**config.mk**
```make
export PLATFORM = sky130hd
export DESIGN_NAME = axi_cdc_src_core
export DESIGN_NICKNAME = d
export VERILOG_FILES = /design/src/rtl/axi_cdc_src_core.sv
export SDC_FILE = /design/constraint.sdc
export NUM_CORES = 1
export LEC_CHECK = 0
export CORE_AREA = 4 4 199 201
export CTS_BUF_LIST = sky130_fd_sc_hd__clkbuf_16
export CTS_CLUSTER_SIZE = 10
export DETAILED_ROUTE_END_ITERATION = 10
export DIE_AREA = 0 0 203 205
export PLACE_DENSITY = 0.77
export SYNTH_ARGS = -nofsm -noshare
export SYNTH_HDL_FRONTEND = slang
export SYNTH_HIERARCHICAL = 1
export SYNTH_SLANG_ARGS = --single-unit
```
**constraint.sdc**
```tcl
create_clock -name src_clk_i -period 4.2 [get_ports src_clk_i]
set_input_delay 1.26 -clock src_clk_i [delete_from_list [all_inputs] [get_ports src_clk_i]]
set_output_delay 1.26 -clock src_clk_i [all_outputs]
set_load 0.02 [all_outputs]
```
**src/rtl/axi_cdc_src_core.sv**
```systemverilog
// Source-domain half of the AXI clock-domain crossing.
// AW/W/AR are written into local gray-pointer FIFOs that the destination
// half drains. B/R are read out of FIFOs that the destination half owns.

package axi_cdc_src_pkg;
    typedef struct packed {
        logic [1:0]  id;
        logic [31:0] addr;
        logic [7:0]  len;
    } aw_chan_t;

    typedef struct packed {
        logic [31:0] data;
        logic [3:0]  strb;
        logic        last;
    } w_chan_t;

    typedef struct packed {
        logic [1:0] id;
        logic [1:0] resp;
    } b_chan_t;

    typedef struct packed {
        logic [1:0]  id;
        logic [31:0] addr;
        logic [7:0]  len;
    } ar_chan_t;

    typedef struct packed {
        logic [1:0]  id;
        logic [31:0] data;
        logic [1:0]  resp;
        logic        last;
    } r_chan_t;

    typedef struct packed {
        aw_chan_t aw;
        logic     aw_valid;
        w_chan_t  w;
        logic     w_valid;
        logic     b_ready;
        ar_chan_t ar;
        logic     ar_valid;
        logic     r_ready;
    } axi_req_t;

    typedef struct packed {
        logic     aw_ready;
        logic     w_ready;
        b_chan_t  b;
        logic     b_valid;
        logic     ar_ready;
        r_chan_t  r;
        logic     r_valid;
    } axi_resp_t;
endpackage

// Write side of one channel: local storage, binary/gray write pointer,
// synchronized read pointer from the destination for the full check.
module axi_cdc_src_wr #(
    parameter type         T          = logic,
    parameter int unsigned LogDepth   = 1,
    parameter int unsigned SyncStages = 2
) (
    input  logic              i_clk,
    input  logic              i_rst,
    input  T                  i_data,
    input  logic              i_valid,
    output logic              o_ready,
    output T                  o_fifo [2**LogDepth],
    output logic [LogDepth:0] o_wptr,
    input  logic [LogDepth:0] i_rptr
);
    localparam int unsigned Depth = 2**LogDepth;
    localparam logic [LogDepth:0] MsbSet = {1'b1, {LogDepth{1'b0}}};

    logic [LogDepth:0] r_wptr;
    logic [LogDepth:0] r_gray_wptr;
    logic [LogDepth:0] r_sync [SyncStages];
    T                  r_data [Depth];
    logic [LogDepth:0] w_wptr_nxt;
    logic [LogDepth:0] w_rptr_bin;
    logic              w_full;
    logic              w_push;

    // Gray-to-binary of the last synchronizer stage
    always_comb begin
        w_rptr_bin = r_sync[SyncStages-1];
        for (int i = 1; i <= int'(LogDepth); i++)
            w_rptr_bin = w_rptr_bin ^ (r_sync[SyncStages-1] >> i);
    end

    // Full when the pointers differ only in the wrap bit
    assign w_full     = (r_wptr == (w_rptr_bin ^ MsbSet));
    assign o_ready    = !w_full;
    assign w_push     = i_valid && !w_full;
    assign w_wptr_nxt = r_wptr + (LogDepth+1)'(1);
    assign o_fifo     = r_data;
    assign o_wptr     = r_gray_wptr;

    // Synchronize the destination's gray read pointer
    always_ff @(posedge i_clk or posedge i_rst) begin
        if (i_rst) begin
            for (int i = 0; i < int'(SyncStages); i++) r_sync[i] <= '0;
        end else begin
            r_sync[0] <= i_rptr;
            for (int i = 1; i < int'(SyncStages); i++) r_sync[i] <= r_sync[i-1];
        end
    end

    // Push: slot and pointer land together so data is stable before the pointer is seen
    always_ff @(posedge i_clk or posedge i_rst) begin
        if (i_rst) begin
            r_wptr      <= '0;
            r_gray_wptr <= '0;
            for (int i = 0; i < int'(Depth); i++) r_data[i] <= '0;
        end else if (w_push) begin
            r_data[r_wptr[LogDepth-1:0]] <= i_data;
            r_wptr                       <= w_wptr_nxt;
            r_gray_wptr                  <= w_wptr_nxt ^ (w_wptr_nxt >> 1);
        end
    end
endmodule

// Read side of one channel: storage lives in the destination, we only
// own the read pointer and a synchronized copy of its write pointer.
module axi_cdc_src_rd #(
    parameter type         T          = logic,
    parameter int unsigned LogDepth   = 1,
    parameter int unsigned SyncStages = 2
) (
    input  logic              i_clk,
    input  logic              i_rst,
    output T                  o_data,
    output logic              o_valid,
    input  logic              i_ready,
    input  T                  i_fifo [2**LogDepth],
    input  logic [LogDepth:0] i_wptr,
    output logic [LogDepth:0] o_rptr
);
    logic [LogDepth:0] r_rptr;
    logic [LogDepth:0] r_gray_rptr;
    logic [LogDepth:0] r_sync [SyncStages];
    logic [LogDepth:0] w_rptr_nxt;
    logic [LogDepth:0] w_wptr_bin;
    logic              w_pop;

    // Gray-to-binary of the last synchronizer stage
    always_comb begin
        w_wptr_bin = r_sync[SyncStages-1];
        for (int i = 1; i <= int'(LogDepth); i++)
            w_wptr_bin = w_wptr_bin ^ (r_sync[SyncStages-1] >> i);
    end

    assign o_valid    = (r_rptr != w_wptr_bin);
    assign o_data     = i_fifo[r_rptr[LogDepth-1:0]];
    assign w_pop      = o_valid && i_ready;
    assign w_rptr_nxt = r_rptr + (LogDepth+1)'(1);
    assign o_rptr     = r_gray_rptr;

    // Synchronize the destination's gray write pointer
    always_ff @(posedge i_clk or posedge i_rst) begin
        if (i_rst) begin
            for (int i = 0; i < int'(SyncStages); i++) r_sync[i] <= '0;
        end else begin
            r_sync[0] <= i_wptr;
            for (int i = 1; i < int'(SyncStages); i++) r_sync[i] <= r_sync[i-1];
        end
    end

    // Pop: advance binary and gray read pointers together
    always_ff @(posedge i_clk or posedge i_rst) begin
        if (i_rst) begin
            r_rptr      <= '0;
            r_gray_rptr <= '0;
        end else if (w_pop) begin
            r_rptr      <= w_rptr_nxt;
            r_gray_rptr <= w_rptr_nxt ^ (w_rptr_nxt >> 1);
        end
    end
endmodule

module axi_cdc_src_core #(
    parameter int unsigned LogDepth   = 1,
    parameter int unsigned SyncStages = 2,
    parameter type aw_chan_t  = axi_cdc_src_pkg::aw_chan_t,
    parameter type w_chan_t   = axi_cdc_src_pkg::w_chan_t,
    parameter type b_chan_t   = axi_cdc_src_pkg::b_chan_t,
    parameter type ar_chan_t  = axi_cdc_src_pkg::ar_chan_t,
    parameter type r_chan_t   = axi_cdc_src_pkg::r_chan_t,
    parameter type axi_req_t  = axi_cdc_src_pkg::axi_req_t,
    parameter type axi_resp_t = axi_cdc_src_pkg::axi_resp_t
) (
    input  logic              src_clk_i,
    input  logic              src_rst_i,
    input  axi_req_t          src_req_i,
    output axi_resp_t         src_resp_o,
    output aw_chan_t          async_data_master_aw_data_o [2**LogDepth],
    output logic [LogDepth:0] async_data_master_aw_wptr_o,
    input  logic [LogDepth:0] async_data_master_aw_rptr_i,
    output w_chan_t           async_data_master_w_data_o  [2**LogDepth],
    output logic [LogDepth:0] async_data_master_w_wptr_o,
    input  logic [LogDepth:0] async_data_master_w_rptr_i,
    output ar_chan_t          async_data_master_ar_data_o [2**LogDepth],
    output logic [LogDepth:0] async_data_master_ar_wptr_o,
    input  logic [LogDepth:0] async_data_master_ar_rptr_i,
    input  b_chan_t           async_data_master_b_data_i  [2**LogDepth],
    input  logic [LogDepth:0] async_data_master_b_wptr_i,
    output logic [LogDepth:0] async_data_master_b_rptr_o,
    input  r_chan_t           async_data_master_r_data_i  [2**LogDepth],
    input  logic [LogDepth:0] async_data_master_r_wptr_i,
    output logic [LogDepth:0] async_data_master_r_rptr_o
);
    logic    w_aw_ready, w_w_ready, w_ar_ready, w_b_valid, w_r_valid;
    b_chan_t w_b;
    r_chan_t w_r;

    axi_cdc_src_wr #(.T(aw_chan_t), .LogDepth(LogDepth), .SyncStages(SyncStages)) u_aw (
        .i_clk(src_clk_i), .i_rst(src_rst_i),
        .i_data(src_req_i.aw), .i_valid(src_req_i.aw_valid), .o_ready(w_aw_ready),
        .o_fifo(async_data_master_aw_data_o), .o_wptr(async_data_master_aw_wptr_o),
        .i_rptr(async_data_master_aw_rptr_i)
    );

    axi_cdc_src_wr #(.T(w_chan_t), .LogDepth(LogDepth), .SyncStages(SyncStages)) u_w (
        .i_clk(src_clk_i), .i_rst(src_rst_i),
        .i_data(src_req_i.w), .i_valid(src_req_i.w_valid), .o_ready(w_w_ready),
        .o_fifo(async_data_master_w_data_o), .o_wptr(async_data_master_w_wptr_o),
        .i_rptr(async_data_master_w_rptr_i)
    );

    axi_cdc_src_wr #(.T(ar_chan_t), .LogDepth(LogDepth), .SyncStages(SyncStages)) u_ar (
        .i_clk(src_clk_i), .i_rst(src_rst_i),
        .i_data(src_req_i.ar), .i_valid(src_req_i.ar_valid), .o_ready(w_ar_ready),
        .o_fifo(async_data_master_ar_data_o), .o_wptr(async_data_master_ar_wptr_o),
        .i_rptr(async_data_master_ar_rptr_i)
    );

    axi_cdc_src_rd #(.T(b_chan_t), .LogDepth(LogDepth), .SyncStages(SyncStages)) u_b (
        .i_clk(src_clk_i), .i_rst(src_rst_i),
        .o_data(w_b), .o_valid(w_b_valid), .i_ready(src_req_i.b_ready),
        .i_fifo(async_data_master_b_data_i), .i_wptr(async_data_master_b_wptr_i),
        .o_rptr(async_data_master_b_rptr_o)
    );

    axi_cdc_src_rd #(.T(r_chan_t), .LogDepth(LogDepth), .SyncStages(SyncStages)) u_r (
        .i_clk(src_clk_i), .i_rst(src_rst_i),
        .o_data(w_r), .o_valid(w_r_valid), .i_ready(src_req_i.r_ready),
        .i_fifo(async_data_master_r_data_i), .i_wptr(async_data_master_r_wptr_i),
        .o_rptr(async_data_master_r_rptr_o)
    );

    // Collect per-channel handshakes and payloads into the response struct
    always_comb begin
        src_resp_o          = '0;
        src_resp_o.aw_ready = w_aw_ready;
        src_resp_o.w_ready  = w_w_ready;
        src_resp_o.ar_ready = w_ar_ready;
        src_resp_o.b        = w_b;
        src_resp_o.b_valid  = w_b_valid;
        src_resp_o.r        = w_r;
        src_resp_o.r_valid  = w_r_valid;
    end
endmodule

```
==> qor.csv, run 1 <==
metric,value,unit
startpoint types,primary input,
Hold/Removal Path Class,reg2reg,
GR Util met3,0.0594,
"top cells by area, synth","dfrtp_1, o221a_1, a221oi_2, mux2_2, nor4b_1",
CP Cell Sequence,clkdlybuf4s50_1 > mux2_2 > clkdlybuf4s50_1,
antenna violations before repair,17,
vias per cell,6.48,
Netlist cell types,63,
WS Path Type,in2out,
setup TNS,0,ps
Syn Inst Count,1613,
Yosys warnings,6,
worst-path fanout max,1,
FF+latch area,6950,µm²
clk buf depth,3,
highest clock rate,255,MHz
Worst Path Arrival,2670,ps
drt first pass iters,5,
relative slew slack,0.111,
Area Overhead vs Synth,36.5,%
hold path endpoint,u_b/r_sync[0],
Peak VDD IR,442,µV
Die X,203,µm
Synth Cell Area,17000,µm²
gr ovfl total,0,
hold_buf cts,0,
die span in y,205,µm
leak pwr,8.37,nW
Crit path top cell by count,clkdlybuf4s50_1,
switching portion of total power,0.431,
met1 GRT Util,0.368,
row cnt,71,
Reg2Reg Depth,6,
largest area contributor in the netlist,dfrtp_1,
RSZ-0062 raised after global routing,false,
largest net degree at the start of global routing,66,
DR DRC count,0,
IO Pins,518,
Nets,2222,
Inst Count DP,2475,
DRT iter0 DRCs,1583,
Final setup viols,0,
"Top FF cell, synth",dfrtp_1,
Gate power share,0.559,
Die ar.,41600,µm²
register-to-register setup slack,1250,ps
Synthesized Nets,1833,
Routability Congestion,0.900,
fin crit period,3930,ps
"Gates resized, CTS repair",0,
Post-synth ARST share,1.00,
layout cells sized above 1,0.151,
vias in the first global route,15914,
area of the multi-input gates,8600,µm²
H-tree levels,2,
fin. max-slew vios,0,
Final period util,0.935,
TritonCTS clock tree,built,
Port Buffers,517,
total CTS buffers,36,
HPWL Detailed,44.7,mm
R2R Path Start,u_aw/r_sync[1],
Fin. Hold Viols,0,
GR Layer Usage met2,0.494,
"Clk pin slew, worst setup/hold paths",50,ps
fin cells,2550,
register area share after synthesis,0.409,
DRT antenna net count,0,
Int Pwr,10.3,mW
global route hottest layer,met2,
CTS Sinks,277,
run status,"finished, final reports clean",
post-CTS setup repair buffer count,0,
R2R Path End,u_aw/o_fifo[58],
Placeable Area,37600,µm²
P_sw,7.83,mW
#FFs+latches synth,277,
top-area cell type share of the netlist area,0.409,
Post-synth EDFFs,0,
final wirelength,65.4,mm
first-pass GRT wire length,98.7,mm
largest stage delay on the critical path,690,ps
Initial Utilization,0.451,
Root Driver,clkbuf_16,
DR WL/cell,25.7,µm
sequential power share,0.286,
skew final,22.7,ps
clock share of power,0.155,
Critical Path RT,2940,ps
max_cap viols,0,
fill count,3115,
Synth Area per Inst,10.5,µm²
CP max stage cell,clkdlybuf4s50_1,
Slew @ Worst Pin,1330,ps
hold_sp,u_b/r_sync[2],
PwrDens,785,nW/µm²
GRT Total Usage,0.294,
clk_lat worst skew,530,ps
via count,16520,
Hold Path Depth,0,
CP Capture Type,output port,
[Yosys cell counts (all sizes together) (2+ instances only)]
cell type / count
nor2: 11
a221oi: 60
o21a: 6
nand2b: 6
or3b: 18
nand3b: 6
and2: 5
a31oi: 4
mux2: 78
nand2: 16
and2b: 4
nand4b: 24
o221a: 110
nor3b: 87
or3: 18
a211oi: 41
or4b: 10
buf: 136
inv: 73
nand3: 7
clkbuf: 83
maj3: 2
xnor2: 4
dfrtp: 277
a311oi: 2
nor3: 27
nor2b: 7
nor4: 60
mux2i: 3
o32ai: 37
or4: 2
a21boi: 6
nor4bb: 27
o21ba: 2
o21ai: 117
nor4b: 84
or2: 3
o22ai: 102
a21oi: 39
and3b: 2
a211o: 2
[power groups by stage]
| stage | Clock, mW | Combinational [mW] | Sequential (mW) |
|---|---|---|---|
| finish | 2.82 | 10.2 | 5.20 |
| global route | 2.98 | 10.6 | 5.39 |
| CTS | 2.88 | 10.1 | 5.17 |
| detailed placement | 0 | 10.1 | 5.19 |
| global placement | 0 | 9.91 | 5.11 |
| floorplan | 0 | 4.51 | 6.38 |
[critical path, delay by kind of cell]
| family | cells | cell delay, ps |
|---|---|---|
| muxes | 1 | 190 |
| buffers and inverters | 2 | 1220 |
[layout by cell type, fill, tap and decap left out, types with 5 or more instances in the layout]
cell             synthesis  routed
nor4bb_1                27      27
or4b_1                   8       8
o32ai_1                 37      37
nor3b_1                 87      87
or3b_2                  11      11
nor2_1                  11      11
nand4b_1                24      24
a221oi_2                60      60
diode_2                  0      15
mux2_2                  68      68
mux2_4                  10      10
a21oi_1                 39      39
o21ai_1                 42      40
o221a_1                 84      84
o221a_2                 26      26
a21boi_1                 6       6
clkdlybuf4s50_1          0     516
buf_4                   26      50
nand3b_1                 6       6
clkbuf_16                0      37
clkinv_1                 0       5
nor2b_1                  7       7
or3b_1                   7       7
inv_1                   70      79
nand3_1                  7       6
o21ai_0                 73      73
nand2_1                 15      15
dfrtp_1                277     268
or3_1                   18      18
o21a_1                   6       6
nor4b_1                 84      84
nor3_1                  27      27
dfrtp_2                  0       7
o22ai_1                102     102
nand2b_1                 6       6
a211oi_1                40      40
nor4_1                  60      60
[how the worst max path moves through the flow]
stage | to | from | slack [ps]
after global placement | src_resp_o[41] | async_data_master_b_data_i[5] | 270
after CTS | src_resp_o[41] | async_data_master_b_data_i[5] | 260
after floorplan | u_ar/o_fifo[0] | src_rst_i | 580
after global routing | src_resp_o[41] | async_data_master_b_data_i[5] | 270
final | src_resp_o[28] | async_data_master_r_data_i[64] | 270
after detailed placement | src_resp_o[41] | async_data_master_b_data_i[5] | 270
[per-stage QoR]
step / power [mW] / cell area (µm²) / hold slack, ps / worst slack (ps) / utilization
after global placement: 15.0 / 22100 / 331 / 265 / 0.587
final: 18.2 / 23200 / 347 / 273 / 0.616
after CTS: 18.2 / 23100 / 349 / 264 / 0.615
after floorplan: 10.9 / 17000 / 331 / 576 / -
after global routing: 19.0 / 23200 / 352 / 265 / 0.616
after detailed placement: 15.3 / 22100 / 337 / 266 / 0.587
[state kept, by name, summed over array words and instances, names as in the netlist, 4 cells and up]
signal / cells
u_r/r_sync: 4
u_aw/o_fifo: 84
u_ar/r_sync: 4
u_aw/r_sync: 4
u_ar/o_fifo: 84
u_w/o_fifo: 74
u_b/r_sync: 4
u_w/r_sync: 4
[final cells by class]
| class | instances | share of cell area |
|---|---|---|
| multi-input cells | 1044 | 0.371 |
| flip-flops and latches | 277 | 0.300 |
| repair buffers | 570 | 0.242 |
| clock buffers | 37 | 0.0400 |
| well taps | 511 | 0.0276 |
| inverters | 73 | 0.0120 |
| clock inverters | 23 | 0.00556 |
| diodes | 15 | 0.00162 |
[layer usage]
metal,vias to the layer above,share of wire
li1,7206,-
met3,138,0.081
met1,8291,0.38
met5,-,0
met2,885,0.49
met4,0,0.045
[logic make-up (layout without fill, tap and decap cells)]
kind of cell / count (synthesis) / after routing / share of synthesized area
multiplexers: 81 / 81 / 0.0558
buffers and inverters: 292 / 703 / 0.0862
flip-flops: 277 / 277 / 0.409
adder cells (fa/ha/maj): 2 / 2 / 0.00125
other: 0 / 15 / 0
AO/OA/AOI/OAI: 532 / 532 / 0.261
XOR/XNOR: 5 / 5 / 0.00302
AND/OR/NAND/NOR: 424 / 424 / 0.185
Note: power is estimated with default switching activity, not from simulation.
==> inputs of run 2 (changes only) <==
SETUP_SLACK_MARGIN = 0.02   (was unset)
==> results of run 2 <==
Same layout as run 1: the final DEF is identical, and so are final timing and power.
